`src/rtl/dem_tree_recombiner.sv`:
```
// Receive-side recombiner for the 3-layer DEM switching tree: sums the 8 leaf codes
// and checks them against the delayed tree input. Optional range check: DEM_RECOMB_RANGE_CHECK_EN.

package lib_switchblock_pkg;
  parameter int INPUT_WIDTH = 8;
endpackage

// state  | meaning
// IDLE   | no valid result seen since reset/clear
// TRACK  | results arriving, counting consecutive matches
// LOCKED | LOCK_COUNT consecutive matches seen, watching for a mismatch
// FAULT  | mismatch seen while locked; held until clear or reset
module dem_tree_recombiner #(
  parameter int IN_W       = lib_switchblock_pkg::INPUT_WIDTH,
  parameter int REF_DELAY  = 3,
  parameter int LOCK_COUNT = 4,
  parameter int CNT_W      = 16
) (
  input  logic                       clk_i,
  input  logic                       reset_i,
  input  logic                       valid_i,
  input  logic [7:0][IN_W-1:0]       x_leaf_i,
  input  logic [IN_W-1:0]            x_ref_i,
  input  logic                       clear_i,
  output logic signed [IN_W+2:0]     x_sum_o,
  output logic                       valid_o,
  output logic                       match_o,
  output logic                       mismatch_o,
  output logic [CNT_W-1:0]           mismatch_cnt_o,
  output logic [1:0]                 state_o
`ifdef DEM_RECOMB_RANGE_CHECK_EN
  ,
  output logic                       range_err_o
`endif
);

  // The S3 result register is the last cycle of the REF_DELAY+3 reference delay.
  localparam int REF_LEN = REF_DELAY + 2;
  localparam int RUN_W   = $clog2(LOCK_COUNT + 1);
  localparam logic [RUN_W-1:0] RUN_TGT = RUN_W'(LOCK_COUNT);

  typedef enum logic [1:0] {
    IDLE   = 2'b00,
    TRACK  = 2'b01,
    LOCKED = 2'b10,
    FAULT  = 2'b11
  } state_t;

  state_t state_q, state_d;
  logic [RUN_W-1:0] run_q, run_d, run_inc;

  logic signed [IN_W:0]   s1_q [4];
  logic signed [IN_W+1:0] s2_q [2];
  logic                   s1_valid_q, s2_valid_q;
  logic [IN_W-1:0]        ref_q [REF_LEN];

  logic signed [IN_W+2:0] sum3_d, ref_ext;
  logic                   eq_d, range_d, mis_d, good_d;

  always_ff @(posedge clk_i or negedge reset_i) begin
    if (!reset_i) begin
      for (int i = 0; i < 4; i++) s1_q[i] <= '0;
      for (int i = 0; i < 2; i++) s2_q[i] <= '0;
      for (int i = 0; i < REF_LEN; i++) ref_q[i] <= '0;
      s1_valid_q <= 1'b0;
      s2_valid_q <= 1'b0;
    end else begin
      for (int i = 0; i < 4; i++)
        s1_q[i] <= $signed({x_leaf_i[2*i][IN_W-1], x_leaf_i[2*i]})
                 + $signed({x_leaf_i[2*i+1][IN_W-1], x_leaf_i[2*i+1]});
      for (int i = 0; i < 2; i++)
        s2_q[i] <= $signed({s1_q[2*i][IN_W], s1_q[2*i]})
                 + $signed({s1_q[2*i+1][IN_W], s1_q[2*i+1]});
      s1_valid_q <= valid_i;
      s2_valid_q <= s1_valid_q;
      ref_q[0] <= x_ref_i;
      for (int i = 1; i < REF_LEN; i++) ref_q[i] <= ref_q[i-1];
    end
  end

  always_comb begin
    sum3_d  = $signed({s2_q[0][IN_W+1], s2_q[0]}) + $signed({s2_q[1][IN_W+1], s2_q[1]});
    ref_ext = $signed({{3{ref_q[REF_LEN-1][IN_W-1]}}, ref_q[REF_LEN-1]});
    eq_d    = (sum3_d == ref_ext);
`ifdef DEM_RECOMB_RANGE_CHECK_EN
    // In range only when the top four bits are a pure sign extension.
    range_d = !((&sum3_d[IN_W+2:IN_W-1]) || ~(|sum3_d[IN_W+2:IN_W-1]));
`else
    range_d = 1'b0;
`endif
    mis_d   = s2_valid_q & (~eq_d | range_d);
    good_d  = ~mis_d;
    run_inc = run_q + 1'b1;
  end

  always_comb begin
    state_d = state_q;
    run_d   = run_q;
    unique case (state_q)
      IDLE: begin
        if (s2_valid_q) begin
          state_d = TRACK;
          run_d   = good_d ? RUN_W'(1) : '0;
        end
      end
      TRACK: begin
        if (s2_valid_q) begin
          if (good_d) begin
            run_d = run_inc;
            if (run_inc >= RUN_TGT) state_d = LOCKED;
          end else begin
            run_d = '0;
          end
        end
      end
      LOCKED: begin
        if (mis_d) state_d = FAULT;
      end
      FAULT: state_d = FAULT;
      default: state_d = IDLE;
    endcase
    if (clear_i) begin
      state_d = IDLE;
      run_d   = '0;
    end
  end

  always_ff @(posedge clk_i or negedge reset_i) begin
    if (!reset_i) begin
      state_q        <= IDLE;
      run_q          <= '0;
      x_sum_o        <= '0;
      valid_o        <= 1'b0;
      match_o        <= 1'b0;
      mismatch_o     <= 1'b0;
      mismatch_cnt_o <= '0;
    end else begin
      state_q    <= state_d;
      run_q      <= run_d;
      valid_o    <= s2_valid_q;
      match_o    <= s2_valid_q & eq_d;
      mismatch_o <= mis_d;
      if (s2_valid_q) x_sum_o <= sum3_d;
      if (clear_i)
        mismatch_cnt_o <= '0;
      else if (mis_d && (mismatch_cnt_o != {CNT_W{1'b1}}))
        mismatch_cnt_o <= mismatch_cnt_o + 1'b1;
    end
  end

`ifdef DEM_RECOMB_RANGE_CHECK_EN
  always_ff @(posedge clk_i or negedge reset_i) begin
    if (!reset_i) range_err_o <= 1'b0;
    else          range_err_o <= s2_valid_q & range_d;
  end
`endif

  assign state_o = state_q;

endmodule
```
`config.mk`:
```
export PLATFORM = sky130hd
export DESIGN_NAME = dem_tree_recombiner
export DESIGN_NICKNAME = d
export VERILOG_FILES = /design/src/rtl/dem_tree_recombiner.sv
export SDC_FILE = /design/constraint.sdc
export NUM_CORES = 1
export LEC_CHECK = 0
export CAP_MARGIN = 20
export CORE_MARGIN = 5
export CORE_UTILIZATION = 50
export DETAILED_ROUTE_END_ITERATION = 12
export GPL_ROUTABILITY_DRIVEN = 0
export GPL_TIMING_DRIVEN = 0
export HOLD_SLACK_MARGIN = 0.05
export PLACE_DENSITY_LB_ADDON = 0.1
export SLEW_MARGIN = 0
export SYNTH_ARGS = -nofsm -noshare
export SYNTH_HDL_FRONTEND = slang
export SYNTH_SLANG_ARGS = --single-unit
```
`constraint.sdc`:
```
create_clock -name clk_i -period 4 [get_ports clk_i]
set_clock_uncertainty 0.15 [all_clocks]
set_input_delay 0.6 -clock clk_i [delete_from_list [all_inputs] [get_ports clk_i]]
set_output_delay 0.6 -clock clk_i [all_outputs]
set_load 0.05 [all_outputs]
```
Yosys cells after proc, flatten, opt, wreduce, memory -nomap -nowiden:

Index checks and enable logic that the tools add are counted.

* bits in registers: 133
* input bits: 76
* output and inout port bits: 32

* add/subtract/negate cells: 9
* eq/ne operators: 10
* bitwise operators: 3
* reduce and logical (&&, ||, !) cells: 6
* mux-type cells: 15
* magnitude comparators: 1

Operators with widths (number)
* $add A8 B8 Y9: 4
* $mux W16: 2
* $add A9 B9 Y10: 2
* $add A16 B1 Y16 const B: 1
* $ne A16 B16 Y1 const B: 1
* $ne A3 B3 Y1 const B: 5
* $mux W2: 6
* $mux W3: 4
* $add A10 B10 Y11: 1
* $eq A11 B8 Y1: 1
* $pmux W2 S4: 1
* $pmux W3 S2: 1
* $reduce_and A5 Y1: 1
* $eq A2 B2 Y1 const B: 2
* $add A3 B1 Y3 const B: 1
* $ge A3 B3 Y1 const B: 1
* $reduce_and A3 Y1: 1
* $reduce_bool A3 Y1: 1
* $and A1 B1 Y1: 2
* $eq A2 B1 Y1 const B: 1
* $logic_not A2 Y1: 1
* $reduce_bool A2 Y1: 1
* $logic_and A1 B1 Y1: 1
* $mux W1: 1
* $not A1 Y1: 1

Longest topological paths before layout:

Gate-level depths: netlist of run 1.

* word-level depth: 8
* depth in mapped cells: 12

Worst setup path before layout of run 1:

Ideal clock, no wire load.

* path kind: register -> register
* start point: reg s2_q[3] (netlist bit)
* end point: reg mismatch_cnt_o[12]
* period minus slack after synthesis: 3233 ps
* slack: 767 ps
* cell stages (with the launch flop): 11
* required time: 3772 ps
* path buffers: 1
* arrival time: 3005 ps
* cells stage by stage: dfrtp_1 ha_1 a21o_2 a31o_2 a2111oi_4 mux2_4 and4_4 o21a_2 buf_6 or4_1 a21oi_1

* cells in the longest elaborated chain, start to end: 6

Ends and longest elaborated chain
* start: declaration: RTL line 53 `logic signed [IN_W+1:0] s2_q [2];`
* start signal: indexed assignment: RTL line 72 `s2_q[i] <= $signed({s1_q[2*i][IN_W], s1_q[2*i]})`
* $add A10 B10 Y11: RTL line 82 `sum3_d = $signed({s2_q[0][IN_W+1], s2_q[0]}) + $signed({s2_q[1][IN_W+1], s2_q[1]});`
* $eq A11 B8 Y1: RTL line 84 `eq_d = (sum3_d == ref_ext);`
* $not A1 Y1: RTL line 91 `mis_d = s2_valid_q & (~eq_d | range_d);`
* $and A1 B1 Y1: RTL line 91
* $logic_and A1 B1 Y1: RTL line 146 `else if (mis_d && (mismatch_cnt_o != {CNT_W{1'b1}}))`
* $reduce_bool A2 Y1 (no line)
* end signal: assignment: RTL line 147 `mismatch_cnt_o <= mismatch_cnt_o + 1'b1;`
* end: declaration: RTL line 29 `output logic [CNT_W-1:0] mismatch_cnt_o,`

No other way between the ends.
A chain may end at the register's enable or synchronous reset.

Worst setup path after layout of run 1:

* start point: reg s2_q[13] (netlist bit)
* end point: reg mismatch_cnt_o[6]

The elaborated chain is that of the path after synthesis.

==> results of run 1 <==
## cells in the mapped netlist (all sizes together) (10+ instances only)
library cell / count / area share [%]
dfrtp: 133 / 50
ha: 62 / 12
inv: 61 / 3.5
a21oi: 50 / 3.8
xnor2: 37 / 4.9
nor2: 28 / 1.7
o21ai: 22 / 1.7
nand2: 19 / 1.1
a21o: 16 / 1.8
nand3: 14 / 1.1
o31ai: 14 / 1.6
or4: 14 / 1.6
xor2: 11 / 1.6
mux2: 10 / 1.8
## final cells by class
class	count	share of cell area (%)
clock inverters	12	1.804
plain buffers	11	0.7918
multi-input cells	371	34.94
repair buffers	108	12.89
clock buffers	19	5.308
flip-flops and latches	133	39.00
inverters	61	2.683
well taps	176	2.581
## report_power, final
part	leakage (nW)	internal, mW	total (mW)	switching (mW)
Sequential	1.60	1.60	1.72	0.121
Clock	0.291	1.01	1.56	0.548
Combinational	1.96	1.05	2.26	1.21
## worst max path at each step
| stage | cells after the start | endpoint | from | slack (ps) |
|---|---|---|---|---|
| floorplan | 10 | mismatch_cnt_o[12] | s2_q[3] | 770 |
| CTS | 10 | mismatch_cnt_o[8] | s2_q[13] | 540 |
| detailed placement | 10 | mismatch_cnt_o[8] | s2_q[13] | 550 |
| global route | 10 | mismatch_cnt_o[15] | s2_q[13] | 390 |
| global placement | 1 | s1_q[34] | reset_i | -2680 |
| finish | 10 | mismatch_cnt_o[6] | s2_q[13] | 550 |
## state kept, by name (all words and copies together), names as in the netlist
register,flops
s1_valid_q,1
ref_ext,8
mismatch_o,1
s2_valid_q,1
mismatch_cnt_o,16
s1_q,36
state_o,2
valid_o,1
run_q,3
x_sum_o,11
ref_q,32
match_o,1
s2_q,20
## per-layer routing
metal,share of wire (%),up-vias,global-route usage [%]
li1,-,2272,-
met1,44,2201,19.34
met2,50,137,27.45
met3,5.3,9,4.606
met4,1.2,0,5.421
met5,0,-,0
## metrics by stage
step | TNS [ps] | worst slack [ps] | cell area (sq um) | power (mW) | hold WS, ps
floorplan | 0 | 767.4 | 6606 | 3.441 | 154.4
global placement | -355510 | -2680 | 7898 | 3.963 | 185.2
detailed placement | 0 | 550.8 | 7926 | 4.010 | 184.7
CTS | 0 | 536.2 | 8533 | 5.601 | 59.54
global route | 0 | 385.2 | 8533 | 5.894 | 94.10
finish | 0 | 545.2 | 8533 | 5.537 | 33.63
## cells by family (layout without fill, tap and decap cells)
family	after synthesis	after routing	synth area share, %
compound gates	136	136	13.31
mux	10	10	1.761
flops	133	133	50.38
xor+xnor	51	51	7.519
fa+ha+maj	69	69	13.86
simple gates	105	105	8.674
buf+inv	72	211	4.489
==> impl_metrics.tcl, run 1 <==
set metrics [dict create \
    avgSynthCellArea_sq_um 11.47 \
    drv_cap 0 \
    syn_area_sq_um 6606 \
    ys_seq_area_share_pct 50.38 \
    portBuffers 107 \
    multi_input_area_sq_um 2982 \
    wl_per_cell_microns 13.63 \
    ios 108 \
    path_buf_inv 1 \
    num_vias 4619 \
    final-max-slew-violation-count 0 \
    cp_max_fo 10 \
    yosysWarnings 0 \
    hp-class "input port to async pin" \
    grt_pass1_wl_microns 20580 \
    synth_edf_count 0 \
    numCtsBuffers 17 \
    placementRows 42 \
    clock_sinks 133 \
    via_per_inst 5.184 \
    clockRootBuffer "clkbuf_16" \
    status "finished, final reports clean" \
    grt_max_degree 71 \
    fillCellCount 1022 \
    crit-reg2reg-launch "s2_q[13]" \
    setup-violations-final 0 \
    path_cells "ha_1, a21o_2, a31o_2, a2111oi_4, mux2_4, and4_4, o21a_2, buf_6, or4_1, a21oi_1" \
    ys_async_sr_fraction_pct 100.0 \
    nets 848 \
    slew_headroom_pct 56.33 \
    finalNonFillerCells 891 \
    syn2layout_area_growth_pct 29.17 \
    power.density_nw_per_um2 648.8 \
    clk_latency_ps 400 \
    p_leak_nw 3.853 \
    slowest_delay_ps 500 \
    synth.ff_latch_count 133 \
    syn_inst 576 \
    fin_crit_ps 3455 \
    yosys_most_used_dff "dfrtp_1" \
    drt_drc_violations_left 0 \
    r2r_end "mismatch_cnt_o[6]" \
    dieArea_sq_um 15610 \
    drt-initial-drc-count 348 \
    crit_path_end_kind "register" \
    die_w_microns 124.9 \
    synth_cell_types 57 \
    holdBufCountCts 0 \
    antenna_found_initial 0 \
    coreArea_sq_um 13090 \
    reg2reg_slack_ps 550 \
    antenna_left 0 \
    cts_setup_buffers 0 \
    start_util_pct 50.49 \
    dp_cells 860 \
    most-common-layout-cells "dfrtp_1 (133), clkdlybuf4s50_1 (106), ha_1 (62)" \
    die_h_microns 124.9 \
    layout_commonest_cell "dfrtp_1" \
    clk_pin_slew_worst_paths_ps 60 \
    worst_path_max_delay_cell "or4_1" \
    drive_gt1_share_pct 8.811 \
    ctsLongestPathBuffers 2 \
    critPathArrivalTime_ps 3620 \
    cts_tree "done" \
    dr.pass1.iters 5 \
    fmax_ghz 0.2895 \
    syn-num-nets 721 \
    seq_area_sq_um 3328 \
    utilization_pct 65.21 \
    path_class "register to register" \
    postCtsResizedCells 0 \
    start_kind "register" \
    hold_viol 0 \
    r2r_cells 10 \
    n_antenna_cell 0 \
    dp_hpwl_microns 9193 \
    wl_microns 12150 \
    timing.final.crit_share_pct 86.37 \
    critPathTopFamily "compound AO/OA/AOI/OAI gates" \
    ctsHtreeMaxLevel 4 \
    rsz0062_at_grt "no" \
    grt_pass1_vias 4715 \
    grt_overflow 0 \
    peakVddDrop_mv 0.3625 \
    worst_pin_slew_ps 655.0 \
    critPathRequiredTime_ps 4170 \
    grtUsageTotal_pct 15.95 \
]
Power figures use the tool's default switching activity.
==> inputs of run 2 (changes only) <==
RECOVER_POWER = 50   (was default)
==> run 2 against run 1 <==
Compared with the run above: highest routed layer unchanged; clock power is essentially flat; fmax about the same; flip-flop and latch count unchanged; combinational power hardly changed; sequential share of layout area is 0.13 points higher; the run now ends with max-capacitance violations, max-slew violations left; largest power group unchanged; largest cell class unchanged; worst setup slack worse by 2.0 ps; critical path depth unchanged.
==> impl_metrics.tcl, run 2 (synthesis results as in run 1) <==
set metrics [dict create \
    wl_microns 12050 \
    start_kind "register" \
    grt_pass1_vias 4715 \
    slew_headroom_pct -12.92 \
    clock_sinks 133 \
    cts_setup_buffers 0 \
    ctsHtreeMaxLevel 4 \
    fin_setup_tns_ps 0 \
    grt_max_degree 71 \
    fillCellCount 1024 \
    wl_per_cell_microns 13.53 \
    coreArea_sq_um 13090 \
    violations "max-capacitance violations, max-slew violations" \
    nets 848 \
    die_w_microns 124.9 \
    ctsLongestPathBuffers 2 \
    layout_commonest_cell "dfrtp_1" \
    syn2layout_area_growth_pct 28.73 \
    rsz0062_at_grt "no" \
    timing.final.crit_share_pct 86.42 \
    critPathArrivalTime_ps 3630 \
    antenna_found_initial 0 \
    p_leak_nw 3.846 \
    num_vias 4612 \
    dp_cells 860 \
    path_class "register to register" \
    drt-initial-drc-count 299 \
    clk_pin_slew_worst_paths_ps 60 \
    crit_path_end_kind "register" \
    placementRows 42 \
    setup-violations-final 0 \
    hold_viol 0 \
    via_per_inst 5.176 \
    finalNonFillerCells 891 \
    grt_pass1_wl_microns 20580 \
    path_cells "ha_1, a21o_2, a31o_2, a2111oi_4, mux2_4, and4_4, o21a_2, buf_6, or4_1, a21oi_1" \
    grt_overflow 0 \
    grtUsageTotal_pct 15.95 \
    n_antenna_cell 0 \
    drt_drc_violations_left 0 \
    drv_cap 1 \
    fin_crit_ps 3457 \
    worst_path_max_delay_cell "or4_1" \
    seq_area_sq_um 3328 \
    postCtsResizedCells 0 \
    hp-class "register to register" \
    peakVddDrop_mv 0.3625 \
    top_regs "s1_q: 36 flops, ref_q: 32 flops, s2_q: 20 flops" \
    final-max-slew-violation-count 71 \
    cts_tree "done" \
    status "finished, violations left" \
    largest_register_ffs 36 \
    ios 108 \
    drive_gt1_share_pct 8.811 \
    dr.pass1.iters 6 \
    die_h_microns 124.9 \
    dieArea_sq_um 15610 \
    antenna_left 0 \
    clk_latency_ps 400 \
    power.density_nw_per_um2 650.3 \
    slowest_delay_ps 510 \
    clockRootBuffer "clkbuf_16" \
    dp_hpwl_microns 9193 \
    fmax_ghz 0.2893 \
    most-common-layout-cells "dfrtp_1 (133), clkdlybuf4s50_1 (93), ha_1 (62)" \
    numCtsBuffers 17 \
    critPathRequiredTime_ps 4170 \
    worst_pin_slew_ps 1694 \
    cp_max_fo 10 \
    top_register "s1_q" \
    holdBufCountCts 0 \
    portBuffers 107 \
    start_util_pct 50.49 \
    multi_input_area_sq_um 2982 \
]
## run 2: layer usage
layer  track usage [%]  routed length [microns]
met5                 0                        0
met1             19.34                     5253
met4             5.421                      153
met3             4.606                      669
met2             27.45                     5975
## run 2: critical path, delay by kind of cell, from the launching register on
family | cells | cell delay, ps
fa+ha+maj | 1 | 390
flops | 1 | 370
simple gates | 2 | 680
compound gates | 5 | 1290
mux | 1 | 340
buf+inv | 1 | 140
## run 2: path summary, 6_finish.rpt
kind | startpoint | end | slack [ps] | cells after the start
max in group asynchronous | reset_i | s1_q[30] | 1000 | 2
setup / recovery | s2_q[3] | mismatch_cnt_o[5] | 540 | 10
min in group asynchronous | reset_i | valid_o | 460 | 1
setup reg to reg | s2_q[3] | mismatch_cnt_o[5] | 540 | 10
hold reg to reg | ref_q[33] | ref_q[25] | 190 | 0
hold / removal | ref_q[33] | ref_q[25] | 190 | 0
## run 2: stage by stage
| step | utilization (%) | power [mW] | worst slack [ps] | hold WS (ps) | area, sq um |
|---|---|---|---|---|---|
| floorplan | - | 3.441 | 767.4 | 154.4 | 6606 |
| CTS | 65.21 | 5.601 | 536.2 | 59.54 | 8533 |
| finish | 64.99 | 5.530 | 543.2 | 192.2 | 8504 |
| detailed placement | 60.58 | 4.010 | 550.8 | 184.7 | 7926 |
| global placement | 60.36 | 3.963 | -2680 | 185.2 | 7898 |
| global route | 64.99 | 5.887 | 276.8 | 199.8 | 8504 |
## run 2: where the power goes
part | switching (mW) | leakage, nW | internal (mW) | total, mW
Combinational | 1.21 | 1.95 | 1.04 | 2.25
Sequential | 0.121 | 1.60 | 1.60 | 1.72
Clock | 0.548 | 0.291 | 1.01 | 1.56
Total | 1.88 | 3.85 | 3.65 | 5.53
## run 2: layout make-up
type	count	area share (%)
sequential	133	39.13
multi-input combinational	371	35.06
timing repair buffer	108	12.59
clock buffer	19	5.326
inverter	61	2.692
tap	176	2.589
clock inverter	12	1.810
buffer	11	0.7945
